$ cat config.mk
export PLATFORM = sky130hd
export DESIGN_NAME = reduce_gate_capture
export DESIGN_NICKNAME = d
export VERILOG_FILES = /design/src/rtl/reduce_gate_pkg.sv /design/src/rtl/reduce_sync_chain.sv /design/src/rtl/reduce_gate_capture.sv
export SDC_FILE = /design/constraint.sdc
export NUM_CORES = 1
export LEC_CHECK = 0
export BUFFER_PORTS_ARGS = -buffer_cell sky130_fd_sc_hd__buf_2
export CORE_MARGIN = 10
export CORE_UTILIZATION = 50
export CTS_CLUSTER_SIZE = 30
export DETAILED_ROUTE_END_ITERATION = 8
export PLACE_DENSITY = 0.74
export REMOVE_ABC_BUFFERS = 1
export SLEW_MARGIN = 15
export SYNTH_ARGS = -nofsm -noshare
export SYNTH_HDL_FRONTEND = slang
export SYNTH_SLANG_ARGS = --single-unit
$ cat constraint.sdc
create_clock -name Clock -period 3.15 [get_ports Clock]
set_input_delay 0.1575 -clock Clock [delete_from_list [all_inputs] [get_ports Clock]]
set_output_delay 0.1575 -clock Clock [all_outputs]
set_load 0.01 [all_outputs]
$ cat src/rtl/reduce_gate_pkg.sv
// Shared constants and helpers for the reduce_gate_capture block.
package reduce_gate_pkg;

   localparam int unsigned MODE_OR  = 0;
   localparam int unsigned MODE_AND = 1;
   localparam int unsigned MODE_XOR = 2;

   // Ceiling log2; clog2(1) = 0.
   function automatic int unsigned clog2(input int unsigned value);
      int unsigned r;
      r = 0;
      while ((32'd1 << r) < value) r++;
      return r;
   endfunction

   // Width of the Index output: never narrower than one bit.
   function automatic int unsigned index_width(input int unsigned n);
      return (clog2(n) < 1) ? 1 : clog2(n);
   endfunction

endpackage

$ cat src/rtl/reduce_sync_chain.sv
// N-bit multi-flop synchroniser with clock enable; zero stages is a pass-through.
module reduce_sync_chain
   import reduce_gate_pkg::*;
#(
   parameter int unsigned WIDTH  = 9,
   parameter int unsigned STAGES = 2
)(
   input  logic             clk,
   input  logic             rst_n,
   input  logic             en,
   input  logic [WIDTH-1:0] raw,
   output logic [WIDTH-1:0] synced
);

   if (STAGES == 0) begin : g_bypass
      assign synced = raw;
   end else begin : g_chain
      logic [WIDTH-1:0] stage_p0 [STAGES];

      // Shift the raw vector through the flop chain on enabled edges.
      always_ff @(posedge clk or negedge rst_n) begin
         if (!rst_n) begin
            for (int i = 0; i < int'(STAGES); i++) stage_p0[i] <= '0;
         end else if (en) begin
            stage_p0[0] <= raw;
            for (int i = 1; i < int'(STAGES); i++) stage_p0[i] <= stage_p0[i-1];
         end
      end

      assign synced = stage_p0[STAGES-1];
   end

endmodule

$ cat src/rtl/reduce_gate_capture.sv
// Bubble-masked request vector -> optional sync -> level or sticky edge capture
// -> registered AND/OR/XOR reduction, rise pulse, any-active and lowest index.
module reduce_gate_capture
   import reduce_gate_pkg::*;
#(
   parameter int unsigned           NrOfInputs  = 9,
   parameter logic [NrOfInputs-1:0] BubblesMask = '0,
   parameter int unsigned           Mode        = MODE_OR,
   parameter int unsigned           SyncStages  = 2,
   parameter bit                    Sticky      = 1'b0,
   localparam int unsigned          IW          = index_width(NrOfInputs)
)(
   input  logic                  Clock,
   input  logic                  Reset_n,
   input  logic                  ClockEnable,
   input  logic [NrOfInputs-1:0] Inputs,
   input  logic [NrOfInputs-1:0] Clear,
   output logic                  Result,
   output logic                  Rise,
   output logic                  AnyActive,
   output logic [IW-1:0]         Index
);

   if (NrOfInputs < 1 || NrOfInputs > 32) begin : g_bad_width
      $error("reduce_gate_capture: NrOfInputs must be 1..32");
   end
   if (Mode > MODE_XOR) begin : g_bad_mode
      $error("reduce_gate_capture: Mode must be 0 (OR), 1 (AND) or 2 (XOR)");
   end
   if (SyncStages > 3) begin : g_bad_sync
      $error("reduce_gate_capture: SyncStages must be 0..3");
   end

   function automatic logic reduce_vec(input logic [NrOfInputs-1:0] v);
      case (Mode)
         MODE_AND: return &v;
         MODE_XOR: return ^v;
         default:  return |v;
      endcase
   endfunction

   logic [NrOfInputs-1:0] masked;
   logic [NrOfInputs-1:0] synced_p0;
   logic [NrOfInputs-1:0] prev_p1;
   logic [NrOfInputs-1:0] pending_p1;
   logic [NrOfInputs-1:0] rise_vec;
   logic [NrOfInputs-1:0] state;
   logic                  result_next;
   logic [IW-1:0]         index_next;
   logic                  result_p2;
   logic                  rise_p2;
   logic                  any_p2;
   logic [IW-1:0]         index_p2;

   assign masked = Inputs ^ BubblesMask;

   reduce_sync_chain #(
      .WIDTH  (NrOfInputs),
      .STAGES (SyncStages)
   ) u_sync (
      .clk    (Clock),
      .rst_n  (Reset_n),
      .en     (ClockEnable),
      .raw    (masked),
      .synced (synced_p0)
   );

   // ---- stage p1: edge detect and sticky pending capture ----
   assign rise_vec = synced_p0 & ~prev_p1;

   // Remember last synced value; fold rising edges into pending, set beats Clear.
   always_ff @(posedge Clock or negedge Reset_n) begin
      if (!Reset_n) begin
         prev_p1    <= '0;
         pending_p1 <= '0;
      end else if (ClockEnable) begin
         prev_p1    <= synced_p0;
         pending_p1 <= (pending_p1 & ~Clear) | rise_vec;
      end
   end

   assign state = Sticky ? pending_p1 : synced_p0;

   // ---- stage p2: reduction, any-active and lowest-index encode ----
   // Priority encode: scanning downwards lets the lowest set bit win.
   always_comb begin
      result_next = reduce_vec(state);
      index_next  = '0;
      for (int i = int'(NrOfInputs) - 1; i >= 0; i--) begin
         if (state[i]) index_next = IW'(i);
      end
   end

   // Registered outputs; the rise pulse is dropped on disabled edges.
   always_ff @(posedge Clock or negedge Reset_n) begin
      if (!Reset_n) begin
         result_p2 <= 1'b0;
         rise_p2   <= 1'b0;
         any_p2    <= 1'b0;
         index_p2  <= '0;
      end else if (ClockEnable) begin
         result_p2 <= result_next;
         rise_p2   <= result_next & ~result_p2;
         any_p2    <= |state;
         index_p2  <= index_next;
      end else begin
         rise_p2   <= 1'b0;
      end
   end

   assign Result    = result_p2;
   assign Rise      = rise_p2 & ClockEnable;
   assign AnyActive = any_p2;
   assign Index     = index_p2;

endmodule
==> impl_results.md <==
- Status: finished, final reports clean
- Die area: 4155 um2
- Part of the cycle the worst path needs: 0.4611
- H-Tree Level Count: 1
- Placed cell areas: 1087 um2
- Total Neg Setup Slack: 0 ns
- Finished Core Util: 0.5898
- Share of the synthesized area in the top cell type: 0.6076
- Highest Signal Layer: met4
- CTS max path bufs: 2
- Ys async rst share: 1.000
- First-pass GRT wire length: 2.601 mm
- Dominant cell type by area after synthesis: dfrtp_1
- Pin count of the biggest net entering global routing: 34
- Met3 WL post-DR: about 93 um
- Row count: 16
- Setup Skew: 0.005333 ns
- Hold_sp: Inputs[0]
- Register area share after synthesis: 0.6076
- Reg2Reg Setup Slack: 1.70 ns
- Layout cells sized above 1: 0.4271
- Mapped Cells: ~80
- Clock network power share: 0.256
- CP max FO: 5
- Pwr per Cell Area: 534.6 nW/um2
- Synthesized area per cell: 12.67 um2
- Worst-skew pair later-pin latency: 0.30 ns
- Tmin final: 1.452 ns
- Design Power: around 610 uW
- Reg-to-reg endpoint: AnyActive
- Core Footprint: 1922 um2
- Final instance area: 1134 um2
- Height of the die: 64.46 um
- Switching Share: 0.2431
- DRT Wirelength: 1.540 mm
- Reg area: 600.6 um2
- Die W: 64.46 um
- Fill cells: roughly 180
- RSZ-0062 raised after global routing: false
- Max IR drop VDD: about 0.00030 V
- Number of buffers created by CTS: 3
- N_diodes: 0
- HP Class: in2reg
- Endpoint type of the worst setup path: flip-flop
- Clk sinks: 24
- Fmax: 0.6885 GHz
- Reg clk slew, reported paths: 0.12 ns
- # port buffers: 18
- Antenna violations before repair: 0
- # setup viols final: 0
- Nature of the critical path startpoint: flip-flop
- Yosys cell types: 22
- WP data required: 3.32 ns
- Worst reg2reg path startpoint: u_sync.synced[5]
- Syn-to-layout area delta: 14.68%
- Worst Max-Slew Pin Slew: 0.5683 ns
- DR pass1 iterations: 2
- Worst EP arrival: 1.62 ns
- Vias: 601
- Synth Flop Type: dfrtp_1
- Final hold vios: 0
- Vias in the first global route: 588
- Post-synth top cells: dfrtp_1 (24), mux2_2 (16), inv_1 (5), nor2_1 (5), o21ai_0 (5)
- Max Cap Viol: 0
- Net Sw Power: 147.3 uW
- Part of the power in registers: 0.609
- Netlist Area Pre-Place: 988.4 um2
- Post-route antenna net violation count: 0
- DRC errors left: 0
- Final Max Tran Viols: 0
- Initial drt markers: 17
- WL/cell: 12.52 um
- Remaining Overflow, GRT: 0
- Worst Reg2Reg Path Length in Cells: 3
- CTS tree: done
- Multi-input logic area: 344.1 um2
- Post-synth EDFFs: 0
- Via/cell ratio: roughly 4.9
- #FFs+latches synth: 24
- WL met2: 781 um
- Leak Pwr: about 0.51 nW
- Most numerous cell in the Yosys netlist: dfrtp_1
- Resized Gates After CTS: 0
- Synth area leaders: dfrtp_1 (61%), mux2_2 (18%), o21ai_0 (2.5%), inv_1 (1.9%), nor2_1 (1.9%)
- Worst hold endpoint: u_sync.g_chain.stage_p0[9]
- RePlAce Congestion: 0.7353
- Starting Density: 0.5143
- Worst Hold Depth: 2
- Num ports: 28
- Metal-1 WL: 652 um
- Worst slew margin: 0.6211
- Int Pwr: 458.7 uW
- Clock root buffer: clkbuf_4
- Synthesis Warnings: 0
- WS Path Type: reg2reg
- Total track usage: 0.07831
- Logic pwr share: 0.135
- Fin nets: 118
repair_timing:
item | 4_1_cts | 5_1_grt
hold endpoints to repair | 24 | 0
hold buffers | 1 | 0
buffers inserted | 0 | 0
final cells by class:
class                      instances  area share
clock buffer                       4     0.03201
timing repair buffer              19     0.08830
inverter                           5     0.01656
tap                               27     0.02980
sequential                        24      0.5298
multi-input combinational         44      0.3035
cells in the final DEF, fill, tap and decap left out, drive strengths merged:
cell type	n
clkbuf	4
o31a	1
dfrtp	24
mux2	16
nor3b	2
or4	1
a21oi	1
a221o	1
a31oi	1
dlygate4sd3	1
nand2	4
o21ai	5
nor2	5
nand4	1
nand2b	1
nor4	2
buf	18
inv	5
and2	1
nand3	1
o22ai	1
metrics by stage:
stage	cells	hold slack, ns	setup WS (ns)
2_1_floorplan	73	-0.1381	1.820
3_3_place_gp	118	0.1502	1.738
3_5_place_dp	118	0.1620	1.719
4_1_cts	123	0.06443	1.699
5_1_grt	123	0.04784	1.640
6_report	123	0.07106	1.698
how the worst max path moves through the flow:
stage,startpoint,to,slack (ns),cells after the start
2_1_floorplan,u_sync.synced[5],AnyActive,1.82,3
3_3_place_gp,u_sync.synced[5],AnyActive,1.74,3
3_5_place_dp,u_sync.synced[5],AnyActive,1.72,3
4_1_cts,u_sync.synced[5],AnyActive,1.70,3
5_1_grt,u_sync.synced[5],AnyActive,1.64,3
6_report,u_sync.synced[5],AnyActive,1.70,3
kinds of logic after synthesis:
group,share of synthesized area
flops,0.6076
compound gates,0.06329
mux,0.1823
buf+inv,0.04431
simple gates,0.1025
layer usage:
layer,GRT usage,up-vias
met5,0,-
met1,0.08830,287
met4,0.03209,0
met2,0.1256,10
met3,0.03608,2
li1,-,302
worst max-delay path: stages (launching register included):
cell and delay [ns]:
dfrtp_1 0.45, or4_4 0.56, nor3b_2 0.23, a21oi_1 0.09
state kept, by name, summed over array words and instances (netlist names):
name	count
AnyActive	1
Index	4
rise_p2	1
u_sync.g_chain.stage_p0	9
u_sync.synced	9
power groups by stage:
stage	Combinational, mW	Sequential (mW)	Clock, mW
after global routing	0.0919	0.375	0.178
after detailed placement	0.0830	0.375	0
after floorplan	0.0488	0.372	0
after CTS	0.0839	0.369	0.163
final	0.0816	0.369	0.155
after global placement	0.0798	0.373	0
Note: power is estimated with default switching activity, not from simulation.
